## src/rtl/cat_read_sequencer.sv

```systemverilog
// Reads a completed cat2 vector out of the upstream buffer in fixed-width
// windows and streams them as valid/ready beats with an end-of-vector flag.
module cat_read_sequencer #(
    parameter int NBits           = 8,
    parameter int VecElements     = 6,
    parameter int ElementsPerRead = 2
) (
    input  logic                                  clk_in,
    input  logic                                  rst_in,
    input  logic                                  cat_valid,
    output logic                                  rd_en,
    input  logic [ElementsPerRead-1:0][NBits-1:0] rd_data,
    input  logic                                  clear,
    output logic                                  m_valid,
    input  logic                                  m_ready,
    output logic [ElementsPerRead-1:0][NBits-1:0] m_data,
    output logic                                  m_last,
    output logic [15:0]                           vec_count,
    output logic                                  busy
);

    localparam int Beats = VecElements / ElementsPerRead;
    localparam int CW    = $clog2(Beats) + 1;

    typedef enum logic [1:0] {
        IDLE   = 2'd0,
        STREAM = 2'd1,
        DRAIN  = 2'd2
    } state_t;

    state_t                                r_state;
    state_t                                w_next;
    logic [CW-1:0]                         r_beat_cnt;
    logic                                  r_m_valid;
    logic                                  r_m_last;
    logic [ElementsPerRead-1:0][NBits-1:0] r_m_data;
    logic [15:0]                           r_vec_count;
    logic                                  w_rd_en;
    logic                                  w_xfer;
    logic                                  w_last_load;
    logic                                  w_done;

    assign w_xfer      = r_m_valid & m_ready;
    assign w_last_load = (r_beat_cnt == CW'(Beats - 1));
    assign w_done      = (r_state == DRAIN) & w_xfer & r_m_last & ~clear;

    always_comb begin
        w_next  = r_state;
        w_rd_en = 1'b0;
        unique case (r_state)
            IDLE: begin
                if (cat_valid) w_next = STREAM;
            end
            STREAM: begin
                w_rd_en = ~r_m_valid | m_ready;
                if (w_rd_en && w_last_load) w_next = DRAIN;
            end
            DRAIN: begin
                if (w_xfer && r_m_last) w_next = IDLE;
            end
            default: w_next = IDLE;
        endcase
        // Abort wins over any load, transfer or transition this cycle
        if (clear) begin
            w_next  = IDLE;
            w_rd_en = 1'b0;
        end
    end

    always_ff @(posedge clk_in or negedge rst_in) begin
        if (!rst_in) begin
            r_state     <= IDLE;
            r_beat_cnt  <= '0;
            r_m_valid   <= 1'b0;
            r_m_last    <= 1'b0;
            r_m_data    <= '0;
            r_vec_count <= '0;
        end else if (clear) begin
            r_state    <= IDLE;
            r_beat_cnt <= '0;
            r_m_valid  <= 1'b0;
            r_m_last   <= 1'b0;
        end else begin
            r_state <= w_next;
            if (r_state == IDLE && cat_valid) r_beat_cnt <= '0;
            if (w_rd_en) begin
                r_m_data   <= rd_data;
                r_m_valid  <= 1'b1;
                r_m_last   <= w_last_load;
                r_beat_cnt <= r_beat_cnt + CW'(1);
            end else if (w_xfer) begin
                r_m_valid <= 1'b0;
                r_m_last  <= 1'b0;
            end
            if (w_done) r_vec_count <= r_vec_count + 16'd1;
        end
    end

    assign rd_en     = w_rd_en;
    assign m_valid   = r_m_valid;
    assign m_last    = r_m_last;
    assign m_data    = r_m_data;
    assign vec_count = r_vec_count;
    assign busy      = (r_state != IDLE);

endmodule

```

## config.mk

```make
export PLATFORM = sky130hd
export DESIGN_NAME = cat_read_sequencer
export DESIGN_NICKNAME = d
export VERILOG_FILES = /design/src/rtl/cat_read_sequencer.sv
export SDC_FILE = /design/constraint.sdc
export NUM_CORES = 1
export LEC_CHECK = 0
export ABC_AREA = 1
export CAP_MARGIN = 20
export CORE_MARGIN = 4
export CORE_UTILIZATION = 40
export CTS_CLUSTER_DIAMETER = 80
export DETAILED_ROUTE_END_ITERATION = 10
export PLACE_DENSITY = 0.75
export SETUP_SLACK_MARGIN = 0.15
export SLEW_MARGIN = 20
export SYNTH_ARGS = -nofsm -noshare
export SYNTH_HDL_FRONTEND = slang
export SYNTH_SLANG_ARGS = --single-unit
```

## constraint.sdc

```tcl
create_clock -name clk_in -period 1.41 [get_ports clk_in]
set_clock_uncertainty 0.1 [all_clocks]
set_input_delay 0.2115 -clock clk_in [delete_from_list [all_inputs] [get_ports clk_in]]
set_output_delay 0.2115 -clock clk_in [all_outputs]
set_load 0.02 [all_outputs]
```

==> out/metrics.cfg <==
[critical_path]
slowest_stage = dfrtp_1
worstReg2RegStart = r_state[0]
critPathMaxFanout = 2
cp.required_ns = 1.10
cp_cell_sequence = nor3_4 -> nand2_4 -> clkinv_4 -> buf_6
worstPathArrival_ns = 1.22
end_kind = output pin
critPathKind = reg -> out
cp_slowest_stage_delay_ns = 0.43
startpoint = r_state[1]
path_delay_family = flip-flops
startpoint_type = flip-flop
crit_buf_inv = 2

[global_route]
gr-usage-all-layers_pct = 18.1
gr-total-overflow = 0
grt_pass1_wl_um = 8920
antenna_found_initial = 0
first_global_vias = 2022
grt_max_degree = 21

[timing]
finalHoldViolCount = 0
maxSlewViolCount = 0
max_slew_margin_pct = 69.9
setup_violations = 25
fmaxAchievable_ghz = 0.652
finalWorstSetupSlack_ns = -0.124
finalCritPeriodShare_pct = 109
rsz0062_at_grt = yes
worst-slew-pin-transition_ns = 0.452
fin_crit_ns = 1.53

[placed_design]
gp_congestion = 0.918
placed_cells_incl_taps = 387
dp_hpwl_um = 3540
port_buffers = 56
dp_worst_setup_slack_ns = -0.563

[cells_and_area]
diodes = 0
syn_to_final_growth_pct = 67.6
fillers = 371
stdcell_count = 417
nets = 373
drive_gt1_share_pct = 46.3

[clock_tree]
cts_buffer_depth = 2
clkTransAtPathRegs_ns = 0.08
clk_latency_ns = 0.29
clock_sinks = 39
htreeDepth = 2
cts_tree = done
cts_buffers = 5
cts_root_buffer = clkbuf_8

[drt]
drcViolationCount = 0
vias_per_cell = 4.76
drt_iter0_drc = 84
wirelength_um = 5820
first_pass_iters = 4
vias = 1986
antenna_violating_nets_post_route = 0
wire_per_inst_um = 14.0

[run]
cap_violations = 0

[synth]
synth_nets = 265
yosys_warnings = 0
netlist_instances = 241
synth_area_sq_mm = 0.00196
ys_seq_area_share_pct = 49.7
yosys_register_bits = 39
yosysUniqueCellTypes = 24
syn_area_per_cell_sq_um = 8.15

[status]
status = finished with violations
failed_checks = negative setup slack

[die]
num_io_pins = 57
core_area_sq_mm = 0.00475
die_height_um = 78.1
row_count = 25
die_w_um = 78.1
start_util_pct = 41.3
fp.dieArea_sq_mm = 0.00610

[pwr]
p_sw_w = 0.00159
clockPowerShare_pct = 25.1
powerDensity_mw_per_mm2 = 1370
total_power_w = 0.00452
power.leakage_nw = 1.68
ir_worst_vdd_mv = 0.924
p_int_w = 0.00293
seqPwrFrac_pct = 35.3
swShare_pct = 35.1
p_comb_share_pct = 39.6

[min_path]
hold_class = in -> async

-- per-stage QoR --
stage,cell area (sq um),hold slack (ns),setup TNS [ns],utilization (%)
4_1_cts,3090,0.293,-0.327,65.0
6_report,3290,0.298,-1.06,69.2
5_1_grt,3290,0.336,-2.35,69.2
2_1_floorplan,2000,-0.184,0,-
3_3_place_gp,2800,0.0829,-8.65,58.9
3_5_place_dp,2800,0.0829,-9.37,58.9
-- cell type report --
cell class,instances,area [sq um],share of cell area (%)
inverter,23,91.3,2.77
clock buffer,5,68.8,2.09
multi-input combinational,176,1060,32.3
sequential,39,988,30.0
timing repair buffer,104,928,28.2
tap,67,83.8,2.55
clock inverter,3,67.6,2.05
-- routing by layer --
metal	up-vias	wire length (um)	GRT usage (%)
met1	944	2390	21.7
met3	8	332	4.70
met4	0	45	3.50
li1	972	-	-
met2	62	3050	32.6
met5	-	0	0
-- flip-flops by register name, summed over array words and instances, names as in the netlist --
name,flops
vec_count,16
m_data,16
m_valid,1
r_beat_cnt,3
m_last,1
r_state,2
-- placed cells by master (no fill, tap or decap), types with 10 or more instances in the layout --
master           netlist  layout
dfrtp_2                0      10
buf_4                  0      31
buf_2                  1      33
nand2_2                4      24
nand2_1              107      81
inv_1                 20      18
buf_6                  2      11
nand3_1               17      11
dfrtp_1               39      29
clkdlybuf4s50_1        0      18
-- synth_stat cells, drive strengths merged --
cell | n | share of area [%]
xor2 | 3 | 1.7
clkinv | 1 | 0.45
a21oi | 1 | 0.25
o21ai | 4 | 1.0
nand4 | 8 | 2.5
nand3b | 3 | 1.1
nor2 | 17 | 5.2
o22ai | 2 | 0.64
xnor2 | 4 | 1.8
nand3 | 17 | 4.3
nor3 | 1 | 0.83
dfrtp | 39 | 50
buf | 3 | 1.4
nand2 | 113 | 23
ha | 3 | 1.9
inv | 22 | 4.2
-- worst register-to-register path, stage by stage, from the launching register on --
cell,delay [ns]
dfrtp_1,0.40
inv_2,0.09
buf_6,0.12
nand2_4,0.06
nor2_4,0.14
nand2_4,0.12
buf_4,0.16
nor2_4,0.07
xor2_1,0.15
-- kinds of logic (layout without fill, tap and decap cells) --
| logic type | count (synthesis) | count (layout) | share of synthesized area (%) |
|---|---|---|---|
| AND/OR/NAND/NOR | 159 | 159 | 36.9 |
| flip-flops | 39 | 39 | 49.7 |
| buffers and inverters | 26 | 135 | 6.05 |
| AO/OA/AOI/OAI | 7 | 7 | 1.91 |
| XOR/XNOR | 7 | 7 | 3.50 |
| adder cells (fa/ha/maj) | 3 | 3 | 1.91 |
-- power groups by stage --
stage,Sequential (W),Clock [W],Combinational [W]
after floorplan,0.00183,0,0.000400
after global placement,0.00155,0,0.00140
after detailed placement,0.00154,0,0.00143
after CTS,0.00153,0.00114,0.00151
after global routing,0.00163,0.00119,0.00190
final,0.00159,0.00113,0.00179
-- final timing paths --
path                                 to  slack [ns]  cells past startpoint
max                               rd_en       -0.12                      4
min                             m_valid        0.30                      2
max reg2reg                vec_count[3]       -0.07                      8
min reg2reg                   m_data[4]        0.39                      2
max in group asynchronous    m_data[14]        0.38                      3
min in group clk_in             m_valid        0.35                      3
-- repair_timing --
| item | in CTS | in global routing |
|---|---|---|
| gates cloned | 3 | 2 |
| endpoints found under the hold margin | 18 | 0 |
| pin swaps | 6 | 17 |
| gates resized for setup | 167 | 54 |
| endpoints found under the setup margin | 74 | 52 |
| hold buffers | 1 | 0 |
| setup buffers | 7 | 9 |
Note: power is estimated with default switching activity, not from simulation.
